--- config.mk ---
export PLATFORM = sky130hd
export DESIGN_NAME = mini16_s2m_arbiter_flat
export DESIGN_NICKNAME = d
export VERILOG_FILES = /design/src/rtl/mini16_s2m_arbiter_if.sv /design/src/rtl/mini16_s2m_arbiter.sv /design/src/flat_wrapper.sv
export SDC_FILE = /design/constraint.sdc
export NUM_CORES = 1
export LEC_CHECK = 0
export ABC_AREA = 1
export BUFFER_PORTS_ARGS = -buffer_cell sky130_fd_sc_hd__buf_2
export CAP_MARGIN = 5
export CORE_MARGIN = 3
export CORE_UTILIZATION = 33
export DETAILED_ROUTE_END_ITERATION = 8
export PLACE_DENSITY_LB_ADDON = 0.3
export SYNTH_ARGS = -nofsm -noshare
export SYNTH_HDL_FRONTEND = slang
export SYNTH_SLANG_ARGS = --single-unit
--- constraint.sdc ---
create_clock -name clk -period 1.7 [get_ports clk]
set_input_delay 0.34 -clock clk [delete_from_list [all_inputs] [get_ports clk]]
set_output_delay 0.34 -clock clk [all_outputs]
set_load 0.05 [all_outputs]
--- src/rtl/mini16_s2m_arbiter_if.sv ---
// Bus bundle for the mini16 s2m drain arbiter: the per-PE FIFO read port and the
// single master-side valid/ready output stream.
interface mini16_s2m_arbiter_if #(
  parameter int N_PE      = 4,
  parameter int WIDTH_D   = 16,
  parameter int DEPTH_V_F = 16
);

  logic [N_PE-1:0]                       fifo_req_r;
  logic [N_PE-1:0]                       fifo_valid;
  logic [N_PE*(WIDTH_D+DEPTH_V_F)-1:0]   fifo_r_data;

  // Output stream: an entry moves on every rising edge where out_valid && out_ready;
  // once out_valid rises, out_data/out_addr/out_src hold until that edge.
  logic                                  out_valid;
  logic                                  out_ready;
  logic [WIDTH_D-1:0]                    out_data;
  logic [DEPTH_V_F-1:0]                  out_addr;
  logic [$clog2(N_PE)-1:0]               out_src;

  modport master (
    output fifo_req_r,
    input  fifo_valid,
    input  fifo_r_data,
    output out_valid,
    input  out_ready,
    output out_data,
    output out_addr,
    output out_src
  );

  modport slave (
    input  fifo_req_r,
    output fifo_valid,
    output fifo_r_data,
    input  out_valid,
    output out_ready,
    input  out_data,
    input  out_addr,
    input  out_src
  );

endinterface

--- src/rtl/mini16_s2m_arbiter.sv ---
// Round-robin drain of the per-PE s2m FIFOs into one valid/ready stream.
// Optional multi-entry grants are compiled in with `define MINI16_S2M_ARB_BURST_EN.
module mini16_s2m_arbiter #(
  parameter int N_PE         = 4,
  parameter int WIDTH_D      = 16,
  parameter int DEPTH_V_F    = 16,
  parameter int FIFO_LATENCY = 2,
  parameter int BURST_LEN    = 4
) (
  input  logic                     clk,
  input  logic                     reset,
  input  logic                     soft_reset,
  mini16_s2m_arbiter_if.master     bus,
  output logic [1:0]               dbg_state,
  output logic [$clog2(N_PE)-1:0]  dbg_ptr
);

  localparam int SRC_W   = $clog2(N_PE);
  localparam int ENTRY_W = WIDTH_D + DEPTH_V_F;
  localparam int WIN_W   = $clog2(FIFO_LATENCY + 1) + 1;

  localparam bit CFG_OK = (N_PE >= 2) && (N_PE <= 64) &&
                          (FIFO_LATENCY >= 1) && (BURST_LEN >= 1);

  localparam logic [1:0] S_REQ  = 2'd0;
  localparam logic [1:0] S_WAIT = 2'd1;
  localparam logic [1:0] S_HOLD = 2'd2;

  if (!CFG_OK) begin : g_cfg_check
    $error("mini16_s2m_arbiter: parameter out of range");
  end

  logic [1:0]         state;
  logic [SRC_W-1:0]   ptr;
  logic [SRC_W-1:0]   ptr_adv;
  logic [WIN_W-1:0]   win_cnt;
  logic               win_last;
  logic [N_PE-1:0]    req_onehot;
  logic               sel_valid;
  logic [ENTRY_W-1:0] sel_entry;

  // Only the granted PE's valid and data slice are ever looked at.
  assign sel_valid = bus.fifo_valid[ptr];
  assign sel_entry = bus.fifo_r_data[int'(ptr)*ENTRY_W +: ENTRY_W];
  assign win_last  = (win_cnt == WIN_W'(FIFO_LATENCY));
  assign ptr_adv   = (ptr == SRC_W'(N_PE - 1)) ? '0 : ptr + 1'b1;

  always_comb begin
    req_onehot      = '0;
    req_onehot[ptr] = 1'b1;
  end

`ifdef MINI16_S2M_ARB_BURST_EN
  localparam int BC_W = $clog2(BURST_LEN) + 1;
  logic [BC_W-1:0] burst_cnt;
  logic            burst_keep;
  assign burst_keep = (int'(burst_cnt) + 1) < BURST_LEN;
`endif

  always_ff @(posedge clk or negedge reset) begin
    if (!reset) begin
      state          <= S_REQ;
      ptr            <= '0;
      win_cnt        <= '0;
      bus.fifo_req_r <= '0;
      bus.out_valid  <= 1'b0;
      bus.out_data   <= '0;
      bus.out_addr   <= '0;
      bus.out_src    <= '0;
`ifdef MINI16_S2M_ARB_BURST_EN
      burst_cnt      <= '0;
`endif
    end else if (soft_reset) begin
      // Output payload registers are left alone; out_valid low makes them don't-care.
      state          <= S_REQ;
      ptr            <= '0;
      win_cnt        <= '0;
      bus.fifo_req_r <= '0;
      bus.out_valid  <= 1'b0;
`ifdef MINI16_S2M_ARB_BURST_EN
      burst_cnt      <= '0;
`endif
    end else begin
      bus.fifo_req_r <= '0;
      case (state)
        S_REQ: begin
          bus.fifo_req_r <= req_onehot;
          win_cnt        <= '0;
          state          <= S_WAIT;
        end
        S_WAIT: begin
          // A valid on the final window cycle still wins over the timeout.
          if (sel_valid) begin
            bus.out_data  <= sel_entry[WIDTH_D-1:0];
            bus.out_addr  <= sel_entry[ENTRY_W-1:WIDTH_D];
            bus.out_src   <= ptr;
            bus.out_valid <= 1'b1;
            state         <= S_HOLD;
          end else if (win_last) begin
            ptr   <= ptr_adv;
            state <= S_REQ;
`ifdef MINI16_S2M_ARB_BURST_EN
            burst_cnt <= '0;
`endif
          end else begin
            win_cnt <= win_cnt + 1'b1;
          end
        end
        S_HOLD: begin
          if (bus.out_ready) begin
            bus.out_valid <= 1'b0;
            state         <= S_REQ;
`ifdef MINI16_S2M_ARB_BURST_EN
            if (burst_keep) begin
              burst_cnt <= burst_cnt + 1'b1;
            end else begin
              ptr       <= ptr_adv;
              burst_cnt <= '0;
            end
`else
            ptr <= ptr_adv;
`endif
          end
        end
        default: state <= S_REQ;
      endcase
    end
  end

  assign dbg_state = state;
  assign dbg_ptr   = ptr;

endmodule
--- src/flat_wrapper.sv ---
// flat-port wrapper written by rule: the top's interface ports become plain ports
module mini16_s2m_arbiter_flat 
#(
  parameter int N_PE         = 4,
  parameter int WIDTH_D      = 16,
  parameter int DEPTH_V_F    = 16,
  parameter int FIFO_LATENCY = 2,
  parameter int BURST_LEN    = 4
)
  (clk, reset, soft_reset, dbg_state, dbg_ptr, bus_fifo_req_r, bus_fifo_valid, bus_fifo_r_data, bus_out_valid, bus_out_ready, bus_out_data, bus_out_addr, bus_out_src);
  mini16_s2m_arbiter_if #(.N_PE(N_PE), .WIDTH_D(WIDTH_D), .DEPTH_V_F(DEPTH_V_F)) bus_i ();
  input  logic clk;
  input  logic reset;
  input  logic soft_reset;
  output logic [1:0] dbg_state;
  output logic [$clog2(N_PE)-1:0] dbg_ptr;
  output wire logic [$bits(bus_i.fifo_req_r)-1:0] bus_fifo_req_r;
  input wire logic [$bits(bus_i.fifo_valid)-1:0] bus_fifo_valid;
  input wire logic [$bits(bus_i.fifo_r_data)-1:0] bus_fifo_r_data;
  output wire logic [$bits(bus_i.out_valid)-1:0] bus_out_valid;
  input wire logic [$bits(bus_i.out_ready)-1:0] bus_out_ready;
  output wire logic [$bits(bus_i.out_data)-1:0] bus_out_data;
  output wire logic [$bits(bus_i.out_addr)-1:0] bus_out_addr;
  output wire logic [$bits(bus_i.out_src)-1:0] bus_out_src;
  assign bus_fifo_req_r = bus_i.fifo_req_r;
  assign bus_i.fifo_valid = bus_fifo_valid;
  assign bus_i.fifo_r_data = bus_fifo_r_data;
  assign bus_out_valid = bus_i.out_valid;
  assign bus_i.out_ready = bus_out_ready;
  assign bus_out_data = bus_i.out_data;
  assign bus_out_addr = bus_i.out_addr;
  assign bus_out_src = bus_i.out_src;
  mini16_s2m_arbiter #(.N_PE(N_PE), .WIDTH_D(WIDTH_D), .DEPTH_V_F(DEPTH_V_F), .FIFO_LATENCY(FIFO_LATENCY), .BURST_LEN(BURST_LEN)) u_core (.clk(clk), .reset(reset), .soft_reset(soft_reset), .bus(bus_i), .dbg_state(dbg_state), .dbg_ptr(dbg_ptr));
endmodule
Word level (Yosys, flattened, before mapping)
Cells that the tools add are included.
{"block": "totals", "regBits": 46, "output_inout_bits": 43}
{"block": "op_classes", "mux": 25, "n_addsub": 2, "reduce_logical": 9, "n_lt_le_gt_ge": 2, "n_bitwise": 1, "shift": 1, "n_eq_ne": 10}
{"op": "$shiftx A128 B8 Y32", "count": 1}
{"op": "$mux W2", "count": 9}
{"op": "$mux W3", "count": 3}
{"op": "$ne A3 B3 Y1 const B", "count": 3}
{"op": "$reduce_and A3 Y1", "count": 3}
{"op": "$mux W4", "count": 2}
{"op": "$ne A3 B2 Y1 const B", "count": 2}
{"op": "$pmux W2 S3", "count": 1}
{"op": "$pmux W3 S2", "count": 1}
{"op": "$reduce_bool A3 Y1", "count": 2}
{"op": "$mux W1", "count": 5}
{"op": "$eq A2 B2 Y1 const B", "count": 2}
{"op": "$ne A4 B2 Y1 const B", "count": 1}
{"op": "$pmux W2 S2", "count": 1}
{"op": "$reduce_and A4 Y1", "count": 1}
{"op": "$add A3 B1 Y3 const B", "count": 1}
{"op": "$eq A3 B2 Y1 const B", "count": 1}
{"op": "$lt A2 B3 Y1 const B", "count": 1}
{"op": "$add A2 B1 Y2 const B", "count": 1}
{"op": "$bmux W1 S2", "count": 1}
{"op": "$demux W1 S2", "count": 1}
{"op": "$eq A2 B1 Y1 const B", "count": 1}
{"op": "$ge A2 B1 Y1 const B", "count": 1}
{"op": "$logic_not A2 Y1", "count": 1}
{"op": "4 further kinds", "count": 4}

Depth between registers and ports, before layout
Gate-level depths: netlist of run 1.
{"block": "logic_depth", "ltp_word": 6, "mapped_depth": 9}

Least setup slack after synthesis of run 1
OpenSTA, ideal clock, no wires.
{"block": "synth_timing", "path_type": "register -> register", "start": "register u_core.ptr[1], in the netlist u_core.dbg_ptr[1]", "end": "register u_core.ptr[1], in the netlist u_core.dbg_ptr[1]", "stages_incl_launch_ff": 7, "arrival_time_ps": 1608, "setup_slack_ps": 10, "synth_period_minus_slack_ps": 1690, "cell_sequence": "dfrtp_1 -> inv_1 -> buf_4 -> buf_2 -> ha_1 -> nand2_1 -> o21ai_0"}
{"block": "synth_via", "elab_chain_cells": 6, "elab_cells_between_ends": 12}
{"element": "start: declaration", "line_no": "mini16_s2m_arbiter.sv:34", "text": "logic [SRC_W-1:0] ptr;"}
{"element": "start signal: assignment", "line_no": "mini16_s2m_arbiter.sv:100", "text": "ptr <= ptr_adv;"}
{"element": "start signal: assignment", "line_no": "mini16_s2m_arbiter.sv:121", "text": "ptr <= ptr_adv;"}
{"element": "$add A2 B1 Y2 or $eq A2 B2 Y1 (tied branches)", "line_no": "mini16_s2m_arbiter.sv:46", "text": "assign ptr_adv = (ptr == SRC_W'(N_PE - 1)) ? '0 : ptr + 1'b1;"}
{"element": "$mux W2", "line_no": "mini16_s2m_arbiter.sv:46"}
{"element": "$mux W2", "line_no": "mini16_s2m_arbiter.sv:99", "text": "end else if (win_last) begin"}
{"element": "$mux W2", "line_no": "mini16_s2m_arbiter.sv:93", "text": "if (sel_valid) begin"}
{"element": "$pmux W2 S2", "line_no": "mini16_s2m_arbiter.sv:85", "text": "case (state)"}
{"element": "$mux W2", "line_no": "mini16_s2m_arbiter.sv:73", "text": "end else if (soft_reset) begin"}
Several ways; a longest one is shown, not always the timed one. The select of a mux whose other input is x is not followed.
A chain may end at the register's enable or synchronous reset.

Worst setup path in the final report of run 1
{"block": "layout_timing", "start": "register u_core.ptr[0], in the netlist u_core.dbg_ptr[0]", "end": "output port dbg_ptr[0]"}
{"element": "end: declaration", "line_no": "flat_wrapper.sv:16", "text": "output logic [$clog2(N_PE)-1:0] dbg_ptr;"}
No word-level cell between the ends.

==> results.py, run 1 <==
metrics = {
    "sta": {
        "max_clock_freq_ghz": 0.616,
        "rsz0062_at_grt": "false",
        "hold_viol_final": 0,
        "finalSetupViolCount": 0,
        "layout_min_cycle_time_ns": 1.62,
        "final.period_utilization_pct": 95.5,
        "hold_slack_ns": 0.253,
        "timing.max_slew.rel_slack_pct": 61.7,
        "maxSlewViolCount": 0,
        "measured_slew_at_the_worst_slew_check_pin_ns": 0.573,
        "fin_tns_setup_ns": 0,
        "worst_clk_skew_ns": 0.0135,
    },
    "floorplanning": {
        "die_height_um": 102,
        "area_enclosed_by_the_die_boundary_um2": 10300,
        "placeableCoreArea_um2": 8810,
        "floorplan.io_pins": 179,
        "chipWidth_um": 102,
        "start_util_pct": 34.3,
        "std_cell_rows": 34,
    },
    "layout": {
        "layout-drive-gt1-share_pct": 32.6,
        "insertedDiodeCount": 0,
        "finish.net_count": 764,
        "layout_commonest_cell": "sky130_fd_sc_hd__buf_2",
        "synthToLayoutAreaGrowth_pct": 35.1,
        "final_cells": 731,
        "layout.core_utilization_pct": 46.4,
        "most-common-layout-cells": "sky130_fd_sc_hd__buf_2 (176), sky130_fd_sc_hd__nand2_1 (105), sky130_fd_sc_hd__o21ai_0 (89)",
        "num-fill-cells": 922,
    },
    "synth": {
        "yosys.area.top_type": "sky130_fd_sc_hd__dfrtp_1",
        "synthesis.nets": 597,
        "synth_warnings": 0,
        "ys_ff_latch": 46,
        "netlist_instances": 455,
        "synth.distinct_cells": 20,
        "yosys-top-cells-area": "sky130_fd_sc_hd__dfrtp_1 (38%), sky130_fd_sc_hd__o21ai_0 (15%), sky130_fd_sc_hd__nand2_1 (13%)",
        "netlist_area_um2": 3020,
        "syn-mean-instance-area_um2": 6.64,
        "synth_sequential_area_ratio_pct": 38.1,
        "area_share_of_the_largest_cell_type_after_synthesis_pct": 38.1,
    },
    "clock_tree": {
        "cts_num_sinks": 46,
        "cts_inserted_buffers": 5,
        "cts_tree": "yes",
        "htree_levels": 2,
        "path_clk_slew_ns": 0.09,
        "cts_setup_buffers": 0,
        "clock_insertion_delay_worst_skew_ns": 0.31,
        "cts.path.max_buffers": 2,
        "cell_at_the_root_of_the_clock_tree": "sky130_fd_sc_hd__clkbuf_8",
    },
    "pwr": {
        "design_power_total_mw": 7.23,
        "pwr_density_cell_nw_per_um2": 1770,
        "sw_frac_of_total_pct": 56.9,
        "vdd_ir_drop_max_uv": 933,
        "clockPowerShare_pct": 10.1,
        "p_leak_nw": 2.28,
        "relative_contribution_of_sequential_cells_to_total_power_pct": 25.2,
        "power.share.combinational_pct": 64.7,
        "net-switching-power_mw": 4.12,
        "internal-power_mw": 3.11,
    },
    "placed_design": {
        "gp_routability_congestion": 0.834,
        "numPlacedInstances": 722,
        "port_buffers": 178,
        "detailed_place_hpwl_um": 7220,
    },
    "global_route": {
        "largest_net_degree_at_the_start_of_global_routing": 49,
        "antenna_violations_before_repair": 0,
        "grt_overflow_total": 0,
        "grt_pass1_vias": 3397,
        "grt_first_pass_wirelength_um": 15400,
        "grt_use_total_pct": 18.4,
    },
    "hold_path": {
        "kind_of_path_behind_the_tightest_hold_check": "in2reg",
        "min-delay-start": "bus_out_ready",
    },
    "drt": {
        "antenna_left": 0,
        "highest-signal-layer": "met4",
        "drc_errors": 0,
        "initialDrtViolationCount": 99,
        "met2RoutedLength_um": 4720,
        "viasPerCell": 4.74,
        "met3_length_um": 654,
        "drt-pass1-iter-count": 4,
        "route.layer.met1.wl_um": 4000,
        "routedWlPerCell_um": 13.0,
        "vias": 3467,
        "totalWireLength_um": 9480,
    },
    "outcome": {
        "outcome": "finished, final reports clean",
    },
    "critical_path": {
        "worst_r2r_startpoint": "u_core.dbg_ptr[0]",
        "startpoint_type": "flip-flop",
        "critical_path_peak_fanout": 48,
        "critPathRequiredTime_ns": 1.36,
        "worstSetupEndpointType": "primary output",
        "cp_data_arrival_time_ns": 1.28,
        "cp-startpoint": "u_core.dbg_ptr[0]",
        "worst-setup-path-type": "reg2out",
    },
    "flow_run": {
        "max_cap_viols": 0,
    },
}
[critical path: stages, from the launching register on]
cell                       delay (ns)
sky130_fd_sc_hd__dfrtp_2         0.41
sky130_fd_sc_hd__clkbuf_8        0.31
sky130_fd_sc_hd__buf_4           0.26
[metrics by stage]
step	instance area (um2)	setup slack (ns)
5_1_grt	4090	0.00110
6_report	4090	0.0762
3_3_place_gp	3970	0.212
3_5_place_dp	3970	0.166
2_1_floorplan	3020	0.00967
4_1_cts	4080	0.0357
[what timing repair did]
| action | 4_1_cts | 5_1_grt |
|---|---|---|
| setup endpoints to repair | 1 | 2 |
| gates resized for setup | 2 | 2 |
| hold buffers | 1 | 0 |
| endpoints found under the hold margin | 7 | 0 |
[power groups by stage]
| stage | clock network, mW | logic, mW | registers, mW |
|---|---|---|---|
| 2_1_floorplan | 0 | 2.06 | 3.39 |
| 3_3_place_gp | 0 | 4.63 | 1.83 |
| 3_5_place_dp | 0 | 4.71 | 1.84 |
| 4_1_cts | 0.767 | 4.73 | 1.83 |
| 5_1_grt | 0.817 | 5.17 | 1.88 |
| 6_report | 0.734 | 4.68 | 1.82 |
[routing by layer]
| layer | track usage [%] | vias up |
|---|---|---|
| li1 | - | 1797 |
| met1 | 22.8 | 1555 |
| met2 | 32.5 | 108 |
| met3 | 3.72 | 7 |
| met4 | 5.01 | 0 |
| met5 | 0 | - |
[cell families (layout without fill, tap and decap cells)]
group / count (synthesis) / count (layout) / synth area share (%)
simple gates: 236 / 236 / 31.8
flops: 46 / 46 / 38.1
compound gates: 104 / 104 / 17.3
fa+ha+maj: 6 / 6 / 2.48
xor+xnor: 1 / 1 / 0.290
buf+inv: 62 / 230 / 10.1
[layout make-up]
cell class | instances | area, um2 | share of cell area, %
Tap cell | 108 | 135 | 3.31
Multi-Input combinational cell | 347 | 1570 | 38.4
Inverter | 31 | 116 | 2.85
Sequential cell | 46 | 1150 | 28.2
Clock inverter | 2 | 16.3 | 0.398
Timing Repair Buffer | 191 | 1010 | 24.8
Clock buffer | 6 | 82.6 | 2.02
[registers in the layout (all words and copies together), names as in the netlist]
register / count
u_core.bus.fifo_req_r: 4
u_core.bus.out_addr: 16
u_core.bus.out_data: 16
u_core.bus.out_src: 2
u_core.bus.out_valid: 1
u_core.dbg_ptr: 2
u_core.dbg_state: 2
u_core.win_cnt: 3
[cell usage after synthesis]
cell type,count
sky130_fd_sc_hd__nand2_1,105
sky130_fd_sc_hd__o21ai_0,89
sky130_fd_sc_hd__nor2_1,87
sky130_fd_sc_hd__dfrtp_1,46
sky130_fd_sc_hd__nand3_1,39
sky130_fd_sc_hd__inv_1,29
sky130_fd_sc_hd__buf_2,15
sky130_fd_sc_hd__o21ai_1,13
sky130_fd_sc_hd__ha_1,6
sky130_fd_sc_hd__buf_6,5
sky130_fd_sc_hd__clkbuf_1,5
sky130_fd_sc_hd__buf_4,4
sky130_fd_sc_hd__nand4_1,3
sky130_fd_sc_hd__buf_1,2
sky130_fd_sc_hd__inv_2,2
sky130_fd_sc_hd__a21oi_1,1
sky130_fd_sc_hd__nand3_2,1
sky130_fd_sc_hd__nor3_4,1
sky130_fd_sc_hd__o31ai_1,1
sky130_fd_sc_hd__xnor2_1,1
[worst paths after layout]
| path | slack, ns | to | depth (start not counted) |
|---|---|---|---|
| hold reg to reg | 0.48 | u_core.bus.out_addr[4] | 2 |
| min in group asynchronous | 0.53 | u_core.bus.out_data[7] | 3 |
| hold / removal | 0.25 | u_core.dbg_state[1] | 2 |
| setup reg to reg | 0.18 | u_core.bus.out_valid | 7 |
| max in group asynchronous | 0.94 | u_core.dbg_ptr[0] | 3 |
| setup / recovery | 0.08 | dbg_ptr[0] | 2 |
No activity file was read; power rests on OpenSTA's default activity.
==> inputs of run 2 (changes only) <==
Settings changed: CORE_UTILIZATION 33 to 44.
==> results.py, run 2 (synthesis results as in run 1) <==
metrics = {
    "flow_run": {
        "max_cap_viols": 0,
    },
    "global_route": {
        "antenna_violations_before_repair": 0,
        "grt_use_total_pct": 23.5,
        "grt_overflow_total": 0,
        "grt_pass1_vias": 3303,
        "largest_net_degree_at_the_start_of_global_routing": 38,
        "grt_first_pass_wirelength_um": 14600,
    },
    "critical_path": {
        "critical_path_peak_fanout": 12,
        "cp_data_arrival_time_ns": 1.23,
        "worstSetupEndpointType": "primary output",
        "critical_path.slowest_cell": "sky130_fd_sc_hd__dfrtp_2",
        "startpoint_type": "flip-flop",
        "worst-setup-path-type": "reg2out",
        "critPathRequiredTime_ns": 1.36,
        "timing.critical_path.slowest_cell_delay_ns": 0.45,
        "path_cells": "buf_4 -> buf_2",
    },
    "drt": {
        "drt-pass1-iter-count": 4,
        "routedWlPerCell_um": 13.3,
        "vias": 3559,
        "totalWireLength_um": 9350,
        "initialDrtViolationCount": 116,
        "drc_errors": 0,
        "viasPerCell": 5.06,
        "antenna_left": 0,
    },
    "sta": {
        "measured_slew_at_the_worst_slew_check_pin_ns": 0.353,
        "worst_clk_skew_ns": 0.00831,
        "hold_slack_ns": 0.246,
        "final.period_utilization_pct": 92.1,
        "fin_tns_setup_ns": 0,
        "layout_min_cycle_time_ns": 1.57,
        "timing.max_slew.rel_slack_pct": 76.5,
        "hold_viol_final": 0,
        "finalSetupViolCount": 0,
        "rsz0062_at_grt": "false",
        "maxSlewViolCount": 0,
        "fin_ws_ns": 0.135,
        "max_clock_freq_ghz": 0.639,
    },
    "floorplanning": {
        "chipWidth_um": 88.9,
        "placeableCoreArea_um2": 6490,
        "area_enclosed_by_the_die_boundary_um2": 7900,
        "std_cell_rows": 29,
        "start_util_pct": 46.5,
        "die_height_um": 88.9,
        "floorplan.io_pins": 179,
    },
    "layout": {
        "insertedDiodeCount": 0,
        "most-common-layout-cells": "sky130_fd_sc_hd__buf_2 (178), sky130_fd_sc_hd__nand2_1 (105), sky130_fd_sc_hd__o21ai_0 (89)",
        "final_cells": 703,
        "finalInstanceArea_um2": 4090,
        "layout.core_utilization_pct": 63.0,
        "finish.net_count": 767,
        "layout_commonest_cell": "sky130_fd_sc_hd__buf_2",
        "synthToLayoutAreaGrowth_pct": 35.3,
        "layout-drive-gt1-share_pct": 32.9,
        "top_regs": "u_core.bus.out_addr (16), u_core.bus.out_data (16), u_core.bus.fifo_req_r (4)",
    },
    "clock_tree": {
        "cts_num_sinks": 46,
        "cts_inserted_buffers": 5,
        "clock_insertion_delay_worst_skew_ns": 0.30,
        "cts_tree": "yes",
        "path_clk_slew_ns": 0.09,
        "htree_levels": 2,
        "cell_at_the_root_of_the_clock_tree": "sky130_fd_sc_hd__clkbuf_8",
        "cts.path.max_buffers": 2,
    },
    "placed_design": {
        "port_buffers": 178,
        "place_area_um2": 3960,
        "preCtsSetupSlack_ns": 0.139,
        "numPlacedInstances": 694,
        "gp_routability_congestion": 0.874,
        "detailed_place_hpwl_um": 7160,
    },
    "pwr": {
        "pwr_density_cell_nw_per_um2": 1810,
        "p_leak_nw": 2.30,
        "design_power_total_mw": 7.39,
        "vdd_ir_drop_max_uv": 1100,
    },
    "outcome": {
        "outcome": "finished, final reports clean",
    },
    "hold_path": {
        "kind_of_path_behind_the_tightest_hold_check": "in2reg",
    },
}
## run 2: cell count changes in the layout (fill, tap and decap cells not counted), sizes merged
cell / delta
clkinvlp: +1
inv: -1
clkbuf: -3
bufinv: +1
buf: +5
## run 2: power by group
part           internal, mW  switching, mW
Clock                 0.438          0.389
Sequential             1.56          0.300
Combinational          1.25           3.46
Total                  3.24           4.14
## run 2: critical path: cells and delay by family, from the launching register on
family | cells | cell delay, ns
buffers and inverters | 2 | 0.47
DFF | 1 | 0.45
## run 2: path summary, 6_finish.rpt
check,from,to,slack [ns],cells after the start
setup / recovery,u_core.dbg_ptr[0],dbg_ptr[0],0.13,2
hold / removal,bus_out_ready,u_core.dbg_state[1],0.25,2
setup reg to reg,u_core.dbg_state[1],u_core.bus.out_addr[1],0.20,5
hold reg to reg,u_core.bus.out_data[9],u_core.bus.out_data[9],0.49,2
max in group asynchronous,reset,u_core.bus.fifo_req_r[0],0.76,3
min in group asynchronous,reset,u_core.bus.out_addr[10],0.48,2
## run 2: layout make-up
cell class | count | area, um2
fillers | 610 | 2400
multi-input cells | 347 | 1570
flip-flops and latches | 46 | 1150
repair buffers | 194 | 1040
inverters | 31 | 119
well taps | 77 | 96.3
clock buffers | 5 | 68.8
clock inverters | 3 | 45.0
## run 2: repair_timing
item | CTS | global route
resized for setup | 0 | 3
setup endpoints to repair | 0 | 5
buffers inserted | 0 | 0
endpoints found under the hold margin | 11 | 0
hold buffers | 1 | 0
## run 2: per-layer routing
layer  GRT usage, %  part of all wire [%]  wire (um)
met3           4.56                   7.5        698
met4           6.18                   1.3        119
met2           43.3                    51       4790
met1           27.6                    40       3740
met5              0                     0          0
==> inputs of run 3 (changes only) <==
Settings changed: SETUP_SLACK_MARGIN from default to 0.2.
==> results.py, run 3 (synthesis results as in run 1) <==
metrics = {
    "critical_path": {
        "path_cells": "buf_8 -> buf_6",
        "critical-path-top-delay-family": "flip-flops",
        "worst-setup-path-type": "reg2out",
        "r2r.worst_path.cells": 5,
        "critical_path_peak_fanout": 23,
        "critical_path.n_buffers_inverters": 2,
        "cp.depth": 2,
        "critical_path.slowest_cell": "sky130_fd_sc_hd__dfrtp_2",
        "startpoint_type": "flip-flop",
        "cp_data_arrival_time_ns": 1.11,
        "critPathRequiredTime_ns": 1.36,
        "worstSetupEndpointType": "primary output",
        "timing.critical_path.slowest_cell_delay_ns": 0.42,
    },
    "sta": {
        "measured_slew_at_the_worst_slew_check_pin_ns": 0.303,
        "max_clock_freq_ghz": 0.688,
        "rsz0062_at_grt": "true",
        "layout_min_cycle_time_ns": 1.45,
        "fin_tns_setup_ns": 0,
        "finalSetupViolCount": 0,
        "timing.max_slew.rel_slack_pct": 79.7,
        "worst_clk_skew_ns": 0.0112,
        "hold_viol_final": 0,
        "maxSlewViolCount": 0,
        "final.period_utilization_pct": 85.5,
    },
    "placed_design": {
        "port_buffers": 178,
        "detailed_place_hpwl_um": 7160,
        "gp_routability_congestion": 0.822,
        "numPlacedInstances": 693,
    },
    "pwr": {
        "clockPowerShare_pct": 12.6,
        "power.share.combinational_pct": 64.2,
        "sw_frac_of_total_pct": 53.2,
        "vdd_ir_drop_max_uv": 856,
        "relative_contribution_of_sequential_cells_to_total_power_pct": 23.2,
        "pwr_density_cell_nw_per_um2": 1850,
        "internal-power_mw": 3.73,
        "net-switching-power_mw": 4.24,
        "p_leak_nw": 2.40,
    },
    "layout": {
        "layout-drive-gt1-share_pct": 35.2,
        "finish.net_count": 775,
        "layout_commonest_cell": "sky130_fd_sc_hd__buf_2",
        "layout.core_utilization_pct": 66.3,
        "most-common-layout-cells": "sky130_fd_sc_hd__buf_2 (176), sky130_fd_sc_hd__nand2_1 (104), sky130_fd_sc_hd__o21ai_0 (86)",
        "synthToLayoutAreaGrowth_pct": 42.4,
        "top_regs": "u_core.bus.out_addr (16), u_core.bus.out_data (16), u_core.bus.fifo_req_r (4)",
        "final_cells": 711,
        "insertedDiodeCount": 0,
        "num-fill-cells": 592,
    },
    "drt": {
        "initialDrtViolationCount": 158,
        "drt-pass1-iter-count": 4,
        "totalWireLength_um": 9850,
        "antenna_left": 0,
        "viasPerCell": 5.05,
        "vias": 3594,
        "routedWlPerCell_um": 13.9,
        "drc_errors": 0,
    },
    "global_route": {
        "grt_first_pass_wirelength_um": 14800,
        "antenna_violations_before_repair": 0,
        "grt_overflow_total": 0,
        "largest_net_degree_at_the_start_of_global_routing": 47,
        "grt_use_total_pct": 23.9,
        "grt_pass1_vias": 3214,
    },
    "floorplanning": {
        "std_cell_rows": 29,
        "chipWidth_um": 88.9,
        "floorplan.io_pins": 179,
        "placeableCoreArea_um2": 6490,
        "start_util_pct": 46.5,
        "die_height_um": 88.9,
        "area_enclosed_by_the_die_boundary_um2": 7900,
    },
    "clock_tree": {
        "cts_tree": "yes",
        "clock_insertion_delay_worst_skew_ns": 0.30,
        "cts_inserted_buffers": 5,
        "cell_at_the_root_of_the_clock_tree": "sky130_fd_sc_hd__clkbuf_8",
        "htree_levels": 2,
        "cts.path.max_buffers": 2,
        "path_clk_slew_ns": 0.08,
        "cts_num_sinks": 46,
    },
    "outcome": {
        "outcome": "finished, final reports clean",
    },
    "flow_run": {
        "max_cap_viols": 0,
    },
    "hold_path": {
        "timing.hold.worst_path_depth": 2,
        "kind_of_path_behind_the_tightest_hold_check": "in2reg",
    },
}
-- run 3: final timing paths --
check / startpoint / end / slack, ns
min in group asynchronous: reset / u_core.bus.out_data[13] / 0.54
max in group asynchronous: reset / u_core.dbg_ptr[0] / 0.90
setup reg to reg: u_core.dbg_ptr[1] / u_core.dbg_ptr[1] / 0.25
setup / recovery: u_core.dbg_ptr[1] / dbg_ptr[1] / 0.25
hold reg to reg: u_core.bus.out_addr[7] / u_core.bus.out_addr[7] / 0.48
hold / removal: bus_out_ready / u_core.dbg_state[1] / 0.24
-- run 3: final cells by class --
class	instances	area [um2]	area share, %
flip-flops and latches	46	1160	26.9
clock inverters	2	60.1	1.40
multi-input cells	347	1590	37.0
clock buffers	6	82.6	1.92
well taps	77	96.3	2.24
inverters	31	120	2.79
repair buffers	202	1200	27.8
-- run 3: power groups by stage --
stage          sequential [mW]  clock (mW)  combinational [mW]
6_report                  1.85        1.01                5.12
5_1_grt                   1.90        1.08                5.58
4_1_cts                   1.84        1.03                4.96
3_5_place_dp              1.85           0                4.78
3_3_place_gp              1.84           0                4.69
2_1_floorplan             3.39           0                2.06
-- run 3: repair_timing --
| action | CTS | global route |
|---|---|---|
| pin swaps | 0 | 5 |
| endpoints found under the setup margin | 2 | 43 |
| buffers inserted | 2 | 5 |
| gates cloned | 1 | 1 |
| hold endpoints to repair | 6 | 0 |
| gates resized for setup | 3 | 20 |
| hold buffers | 1 | 0 |
-- run 3: layer usage --
layer	global-route usage, %	part of all wire [%]	wire length [um]
met1	28.1	41	4000
met2	43.4	51	5010
met3	4.93	7.4	733
met4	7.55	1.1	112
met5	0	0	0
-- run 3: metrics by stage --
| step | instance area, um2 | total power [mW] | worst slack [ns] | hold slack, ns |
|---|---|---|---|---|
| 4_1_cts | 4180 | 7.83 | 0.198 | 0.238 |
| 6_report | 4300 | 7.98 | 0.246 | 0.241 |
| 3_3_place_gp | 3970 | 6.53 | 0.240 | 0.341 |
| 2_1_floorplan | 3030 | 5.45 | 0.188 | 0.0444 |
| 5_1_grt | 4300 | 8.57 | 0.148 | 0.228 |
| 3_5_place_dp | 3970 | 6.63 | 0.222 | 0.339 |
